==> config.mk <==
export PLATFORM = sky130hd
export DESIGN_NAME = fifo_wr_arbiter_flat
export DESIGN_NICKNAME = d
export VERILOG_FILES = /design/src/rtl/fifo_wr_arbiter_if.sv /design/src/rtl/fifo_wr_arbiter.sv /design/src/flat_wrapper.sv
export SDC_FILE = /design/constraint.sdc
export NUM_CORES = 1
export LEC_CHECK = 0
export CAP_MARGIN = 20
export CORE_MARGIN = 2
export CORE_UTILIZATION = 43
export CTS_CLUSTER_DIAMETER = 100
export DETAILED_ROUTE_END_ITERATION = 6
export PLACE_DENSITY = 0.86
export SLEW_MARGIN = 10
export SYNTH_ARGS = -nofsm -noshare
export SYNTH_HDL_FRONTEND = slang
export SYNTH_SLANG_ARGS = --single-unit
==> constraint.sdc <==
create_clock -name clka -period 4.11 [get_ports clka]
set_clock_uncertainty 0.1 [all_clocks]
set_input_delay 1.0275 -clock clka [delete_from_list [all_inputs] [get_ports clka]]
set_output_delay 1.0275 -clock clka [all_outputs]
set_load 0.02 [all_outputs]
==> src/rtl/fifo_wr_arbiter_if.sv <==
// -----------------------------------------------------------------------------
// fifo_wr_arbiter_if
// Bundles the producer-side byte handshakes and the FIFO write-port signals
// used by fifo_wr_arbiter.
//
// Handshake: a byte on requester i transfers on a rising clka edge where
// req_valid[i] && req_ready[i]. req_data/req_last of requester i are only
// meaningful while req_valid[i] is high. A producer that has started a packet
// keeps offering the rest of it; valid may drop for a while but the packet is
// never abandoned. fifo_wenb is asserted only when fifo_full is low.
//
// Signals:
//   req_valid [NREQ]     producer byte valid
//   req_data  [NREQ*DW]  packed bytes, requester i at [i*DW +: DW]
//   req_last  [NREQ]     final byte of a packet
//   req_ready [NREQ]     per-requester accept, one-hot or zero
//   fifo_full            FIFO full flag
//   fifo_wenb            FIFO write enable
//   fifo_din  [DW]       FIFO write data
//   grant_id  [IW]       current owner index
//   busy                 a grant is held
// Modports: slave = arbiter side, master = producer/FIFO side.
// -----------------------------------------------------------------------------
interface fifo_wr_arbiter_if #(
    parameter int NREQ = 4,
    parameter int DW   = 8
);
    localparam int IW = (NREQ > 1) ? $clog2(NREQ) : 1;

    logic [NREQ-1:0]    req_valid;
    logic [NREQ*DW-1:0] req_data;
    logic [NREQ-1:0]    req_last;
    logic [NREQ-1:0]    req_ready;
    logic               fifo_full;
    logic               fifo_wenb;
    logic [DW-1:0]      fifo_din;
    logic [IW-1:0]      grant_id;
    logic               busy;

    modport slave (
        input  req_valid, req_data, req_last, fifo_full,
        output req_ready, fifo_wenb, fifo_din, grant_id, busy
    );

    modport master (
        output req_valid, req_data, req_last, fifo_full,
        input  req_ready, fifo_wenb, fifo_din, grant_id, busy
    );
endinterface

==> src/rtl/fifo_wr_arbiter.sv <==
// -----------------------------------------------------------------------------
// fifo_wr_arbiter
// Shares the UART TX FIFO write port between NREQ byte producers. One
// requester owns the port at a time and keeps it until its packet ends
// (req_last accepted) or MAXBURST beats have been accepted, so bytes of
// different requesters never interleave. Each release returns to IDLE for
// exactly one cycle, during which the next owner is chosen.
//
// Arbitration: round-robin starting after the previous owner. With
// FIFO_ARB_FIXED_PRIO_EN defined the scan always starts at index 0 (lowest
// index wins) and no rotation state is kept.
//
// Ports:
//   clka         in   write clock, rising edge
//   rst          in   asynchronous, active-low reset
//   bus          slave modport of fifo_wr_arbiter_if (handshakes, FIFO port,
//                grant_id, busy)
//   dbg_state_o  out  FSM state, 0 = IDLE, 1 = GRANT
// -----------------------------------------------------------------------------
module fifo_wr_arbiter #(
    parameter int NREQ     = 4,
    parameter int DW       = 8,
    parameter int MAXBURST = 16
) (
    input  logic             clka,
    input  logic             rst,
    fifo_wr_arbiter_if.slave bus,
    output logic             dbg_state_o
);
    localparam int IW = (NREQ > 1) ? $clog2(NREQ) : 1;

    typedef enum logic {
        IDLE  = 1'b0,
        GRANT = 1'b1
    } state_t;

    state_t        state_q;
    logic [IW-1:0] owner_q;
    logic [IW-1:0] grant_id_q;
    logic [7:0]    beats_q;
    logic [7:0]    beats_d;
    logic          busy_q;
`ifndef FIFO_ARB_FIXED_PRIO_EN
    logic [IW-1:0] last_owner_q;
`endif

    logic          pick_found;
    logic [IW-1:0] pick_idx;
    logic          owner_valid;
    logic          owner_last;
    logic [DW-1:0] owner_data;
    logic          accept;
    logic          release_now;

    // First requesting index in scan order.
    always_comb begin : pick
        logic [IW-1:0] idx;
        pick_found = 1'b0;
        pick_idx   = '0;
        idx        = '0;
        for (int k = 0; k < NREQ; k++) begin
`ifdef FIFO_ARB_FIXED_PRIO_EN
            idx = IW'(k);
`else
            idx = IW'((int'(last_owner_q) + 1 + k) % NREQ);
`endif
            if (!pick_found && bus.req_valid[idx]) begin
                pick_found = 1'b1;
                pick_idx   = idx;
            end
        end
    end

    // Owner's lane of the request bus.
    always_comb begin
        owner_valid = 1'b0;
        owner_last  = 1'b0;
        owner_data  = '0;
        for (int i = 0; i < NREQ; i++) begin
            if (owner_q == IW'(i)) begin
                owner_valid = bus.req_valid[i];
                owner_last  = bus.req_last[i];
                owner_data  = bus.req_data[i*DW +: DW];
            end
        end
    end

    // Full gating is combinational so no write can be issued while full.
    assign accept      = (state_q == GRANT) && owner_valid && !bus.fifo_full;
    assign beats_d     = beats_q + 8'd1;
    assign release_now = accept && (owner_last || (beats_d == 8'(MAXBURST)));

    always_comb begin
        bus.req_ready = '0;
        if ((state_q == GRANT) && !bus.fifo_full) begin
            bus.req_ready[owner_q] = 1'b1;
        end
    end

    assign bus.fifo_wenb = accept;
    assign bus.fifo_din  = (state_q == GRANT) ? owner_data : '0;
    assign bus.grant_id  = grant_id_q;
    assign bus.busy      = busy_q;
    assign dbg_state_o   = (state_q == GRANT);

    always_ff @(posedge clka or negedge rst) begin
        if (!rst) begin
            state_q      <= IDLE;
            owner_q      <= '0;
            grant_id_q   <= '0;
            beats_q      <= '0;
            busy_q       <= 1'b0;
`ifndef FIFO_ARB_FIXED_PRIO_EN
            // Requester 0 wins the first scan after reset.
            last_owner_q <= IW'(NREQ - 1);
`endif
        end else begin
            case (state_q)
                IDLE: begin
                    if (pick_found) begin
                        owner_q    <= pick_idx;
                        grant_id_q <= pick_idx;
                        beats_q    <= '0;
                        busy_q     <= 1'b1;
                        state_q    <= GRANT;
                    end
                end
                GRANT: begin
                    if (accept) begin
                        beats_q <= beats_d;
                        if (release_now) begin
`ifndef FIFO_ARB_FIXED_PRIO_EN
                            last_owner_q <= owner_q;
`endif
                            busy_q  <= 1'b0;
                            state_q <= IDLE;
                        end
                    end
                end
                default: state_q <= IDLE;
            endcase
        end
    end
endmodule

==> src/flat_wrapper.sv <==
// flat-port wrapper written by rule: the top's interface ports become plain ports
module fifo_wr_arbiter_flat 
#(
    parameter int NREQ     = 4,
    parameter int DW       = 8,
    parameter int MAXBURST = 16
)
  (clka, rst, dbg_state_o, bus_req_valid, bus_req_data, bus_req_last, bus_fifo_full, bus_req_ready, bus_fifo_wenb, bus_fifo_din, bus_grant_id, bus_busy);
  fifo_wr_arbiter_if #(.NREQ(NREQ), .DW(DW)) bus_i ();
  input  logic clka;
  input  logic rst;
  output logic dbg_state_o;
  input wire logic [$bits(bus_i.req_valid)-1:0] bus_req_valid;
  input wire logic [$bits(bus_i.req_data)-1:0] bus_req_data;
  input wire logic [$bits(bus_i.req_last)-1:0] bus_req_last;
  input wire logic [$bits(bus_i.fifo_full)-1:0] bus_fifo_full;
  output wire logic [$bits(bus_i.req_ready)-1:0] bus_req_ready;
  output wire logic [$bits(bus_i.fifo_wenb)-1:0] bus_fifo_wenb;
  output wire logic [$bits(bus_i.fifo_din)-1:0] bus_fifo_din;
  output wire logic [$bits(bus_i.grant_id)-1:0] bus_grant_id;
  output wire logic [$bits(bus_i.busy)-1:0] bus_busy;
  assign bus_i.req_valid = bus_req_valid;
  assign bus_i.req_data = bus_req_data;
  assign bus_i.req_last = bus_req_last;
  assign bus_i.fifo_full = bus_fifo_full;
  assign bus_req_ready = bus_i.req_ready;
  assign bus_fifo_wenb = bus_i.fifo_wenb;
  assign bus_fifo_din = bus_i.fifo_din;
  assign bus_grant_id = bus_i.grant_id;
  assign bus_busy = bus_i.busy;
  fifo_wr_arbiter #(.NREQ(NREQ), .DW(DW), .MAXBURST(MAXBURST)) u_core (.clka(clka), .rst(rst), .bus(bus_i), .dbg_state_o(dbg_state_o));
endmodule
==> run summary, run 1 <==
status: complete, no violations
CP cell instances: clkdlybuf4s50_1, mux2i_1, o22a_4, inv_2, clkdlybuf4s50_1
DR WL/cell: 16.2 um
post-synthesis sequential area ratio: 0.305
die width: 55.9 um
DP Area: 1760 sq um
synth-to-layout area growth: 54.2%
Nets: 229
diodes inserted: 0
fraction of registers with async set/reset: 1.00
Setup-failing EPs final: 0
crit path max-delay cell type: clkdlybuf4s50_1
first-pass GRT wire length: 5800 um
initial antenna violation count: 0
largest net degree at the start of global routing: 18
layout cells sized above 1: 0.0984
Resized Gates After CTS: 0
DRT Wirelength: 3460 um
R2R Path Start: u_core.owner_q[0]
1st-iter DRT viols: 20
CP endpoint kind: primary output
Num CTS Buffers: 3
hold buffers post-CTS: 0
Max FO, Critical Path: 7
Fmax achieved: 257 MHz
synthesized instance count: 126
FF-to-FF setup slack: 1.78 ns
worst slew margin relative to its limit: 0.480
CTS Buffer Depth: 2
Die Area: 3120 sq um
Netlist cell types: 37
core area: 2520 sq um
vias in the first global route: 1300
R2R Path End: u_core.beats_q[7]
Non-Filler Instances: 213
all-layer global routing usage: 0.230
Vias/cell: 5.77
DR DRC count: 0
Post-synth top flop: dfrtp_1
# H-tree levels: 1
crit path time final: 3.88 ns
Hold Crit Endpoint: u_core.bus.busy
FF-to-FF path depth: 6
WS Path Type: in -> out
setup tns final: 0 ns
number of synthesized flops with an enable pin: 0
Die Span Y: 55.9 um
row cnt: 18
Fin. Hold Viols: 0
CTS tree: yes
RSZ-0062 raised after global routing: no
total gr overflow: 0
peak supply drop: 0.408 mV
DP HPWL: 2750 um
clock slew at reported path FFs: 0.08 ns
GPL Wtd Cong: 0.909
Yosys top cell area share: 0.259
post-layout instance area: 1780 sq um
CP arrival: 2.76 ns
Synth Cell Area: 1160 sq um
class of the worst hold path: reg -> reg
I/O pin total: 60
required time of the critical path: 2.98 ns
Pins Over Slew Limit: 0
net count after synthesis: 170
Top cell by count, worst path: clkdlybuf4s50_1
CTS sink count: 14
max incr delay on CP: 0.62 ns
starting density of the core: 0.459
CP Launch Type: primary input
Mean Syn Cell Area: 9.19 sq um
hold path startpoint: u_core.bus.busy
most common cell after layout, fill and taps aside: clkdlybuf4s50_1
ANT nets after route: 0
Post CTS Setup Buffer Count: 0
synthesized flop and latch total: 14
Tot Pwr: 0.000993 W
Synth area leader: dfrtp_1
total number of vias: 1230
final worst path period share: 0.945
Slew @ Worst Pin: 0.780 ns
input/output buffers: 59
Post-Place Cells: 210
ranking of synthesized cells by area: dfrtp_1 (26%), mux4_2 (16%), o21ai_0 (7.8%), and2_1 (7.0%), mux2i_1 (5.2%)
max cap viols: 0
root buffer cell: clkbuf_4
most frequent cells in the layout: clkdlybuf4s50_1 (59), o21ai_0 (18), and2_1 (13), dfrtp_1 (12), nor2_1 (11)
Pleak: 0.687 nW
length of the first detailed-routing pass in iterations: 4
WHS Path Cells: 2
Synth Warn #: 0
fin util: 0.707
pwr dens: 557 nW/um^2
worst-skew pair later-pin latency: 0.28 ns
## cells by family (layout without fill, tap and decap cells)
logic type / count (synthesis) / after routing / synth area share
fa+ha+maj: 1 / 1 / 0.0108
simple gates: 49 / 49 / 0.229
mux: 15 / 15 / 0.217
buf+inv: 10 / 67 / 0.0400
compound gates: 37 / 37 / 0.198
flops: 14 / 14 / 0.305
## power by group
group	total [W]	switching [W]	internal, W
registers	0.000285	0.000103	0.000182
logic	0.000632	0.000281	0.000351
clock network	0.0000761	0.0000421	0.0000340
## area by class of cell
type	instances	area, sq um
Timing Repair Buffer	60	598
Inverter	4	15.0
Fill cell	206	738
Tap cell	30	37.5
Multi-Input combinational cell	102	758
Clock buffer	3	22.5
Sequential cell	14	353
## metal layers
layer  global-route usage  routed length, um
met1                0.266               1420
met2                0.435               1770
met3               0.0419                250
met4               0.0544                 15
met5                    0                  0
## critical path: cells and delay by family
kind | cells | cell delay [ns]
buffers and inverters | 3 | 1.28
AOI/OAI and AO/OA | 1 | 0.29
muxes | 1 | 0.16
## through the flow
| step | hold slack, ns | worst slack (ns) |
|---|---|---|
| after global placement | 0.411 | 0.245 |
| after floorplan | 0.383 | 1.23 |
| final | 0.429 | 0.225 |
| after global routing | 0.486 | 0.121 |
| after detailed placement | 0.414 | 0.234 |
| after CTS | 0.433 | 0.229 |
## registers in the layout (all words and copies together) (netlist names)
| name | flops |
|---|---|
| u_core.owner_q | 2 |
| u_core.dbg_state_o | 1 |
| u_core.bus.busy | 1 |
| u_core.beats_q | 8 |
| u_core.last_owner_q | 2 |
## synthesized netlist by cell type (2+ instances only)
library cell and instances:
a21oi_1 4, o211ai_1 3, dfrtp_1 12, mux2i_1 6, a31oi_1 2, nand3_1 3
mux4_2 8, o31ai_1 3, dfstp_2 2, and2_1 13, inv_1 3, buf_2 4
or3_1 3, o21ai_0 18, nand2_1 8, nand4_1 2, o22ai_1 2, nor2_1 11
## worst max-delay path by stage
stage | startpoint | end | slack [ns]
finish | bus_req_valid[3] | bus_fifo_wenb | 0.23
global route | bus_req_valid[2] | bus_fifo_wenb | 0.12
CTS | bus_req_valid[3] | bus_fifo_wenb | 0.23
detailed placement | bus_req_valid[3] | bus_fifo_wenb | 0.23
global placement | bus_fifo_full | bus_fifo_wenb | 0.25
floorplan | bus_fifo_full | bus_fifo_wenb | 1.23
(Power assumes the default switching activity.)
==> run 2, diff against run 1 <==
--- a/config.mk
+++ b/config.mk
@@ -8,10 +8,9 @@
 export CAP_MARGIN = 20
 export CORE_MARGIN = 2
 export CORE_UTILIZATION = 43
-export CTS_CLUSTER_DIAMETER = 100
+export CTS_CLUSTER_DIAMETER = 40
 export DETAILED_ROUTE_END_ITERATION = 6
 export PLACE_DENSITY = 0.86
-export SLEW_MARGIN = 10
 export SYNTH_ARGS = -nofsm -noshare
 export SYNTH_HDL_FRONTEND = slang
 export SYNTH_SLANG_ARGS = --single-unit
==> results of run 2 <==
No change in the layout: final DEF, timing and power equal those of run 1.
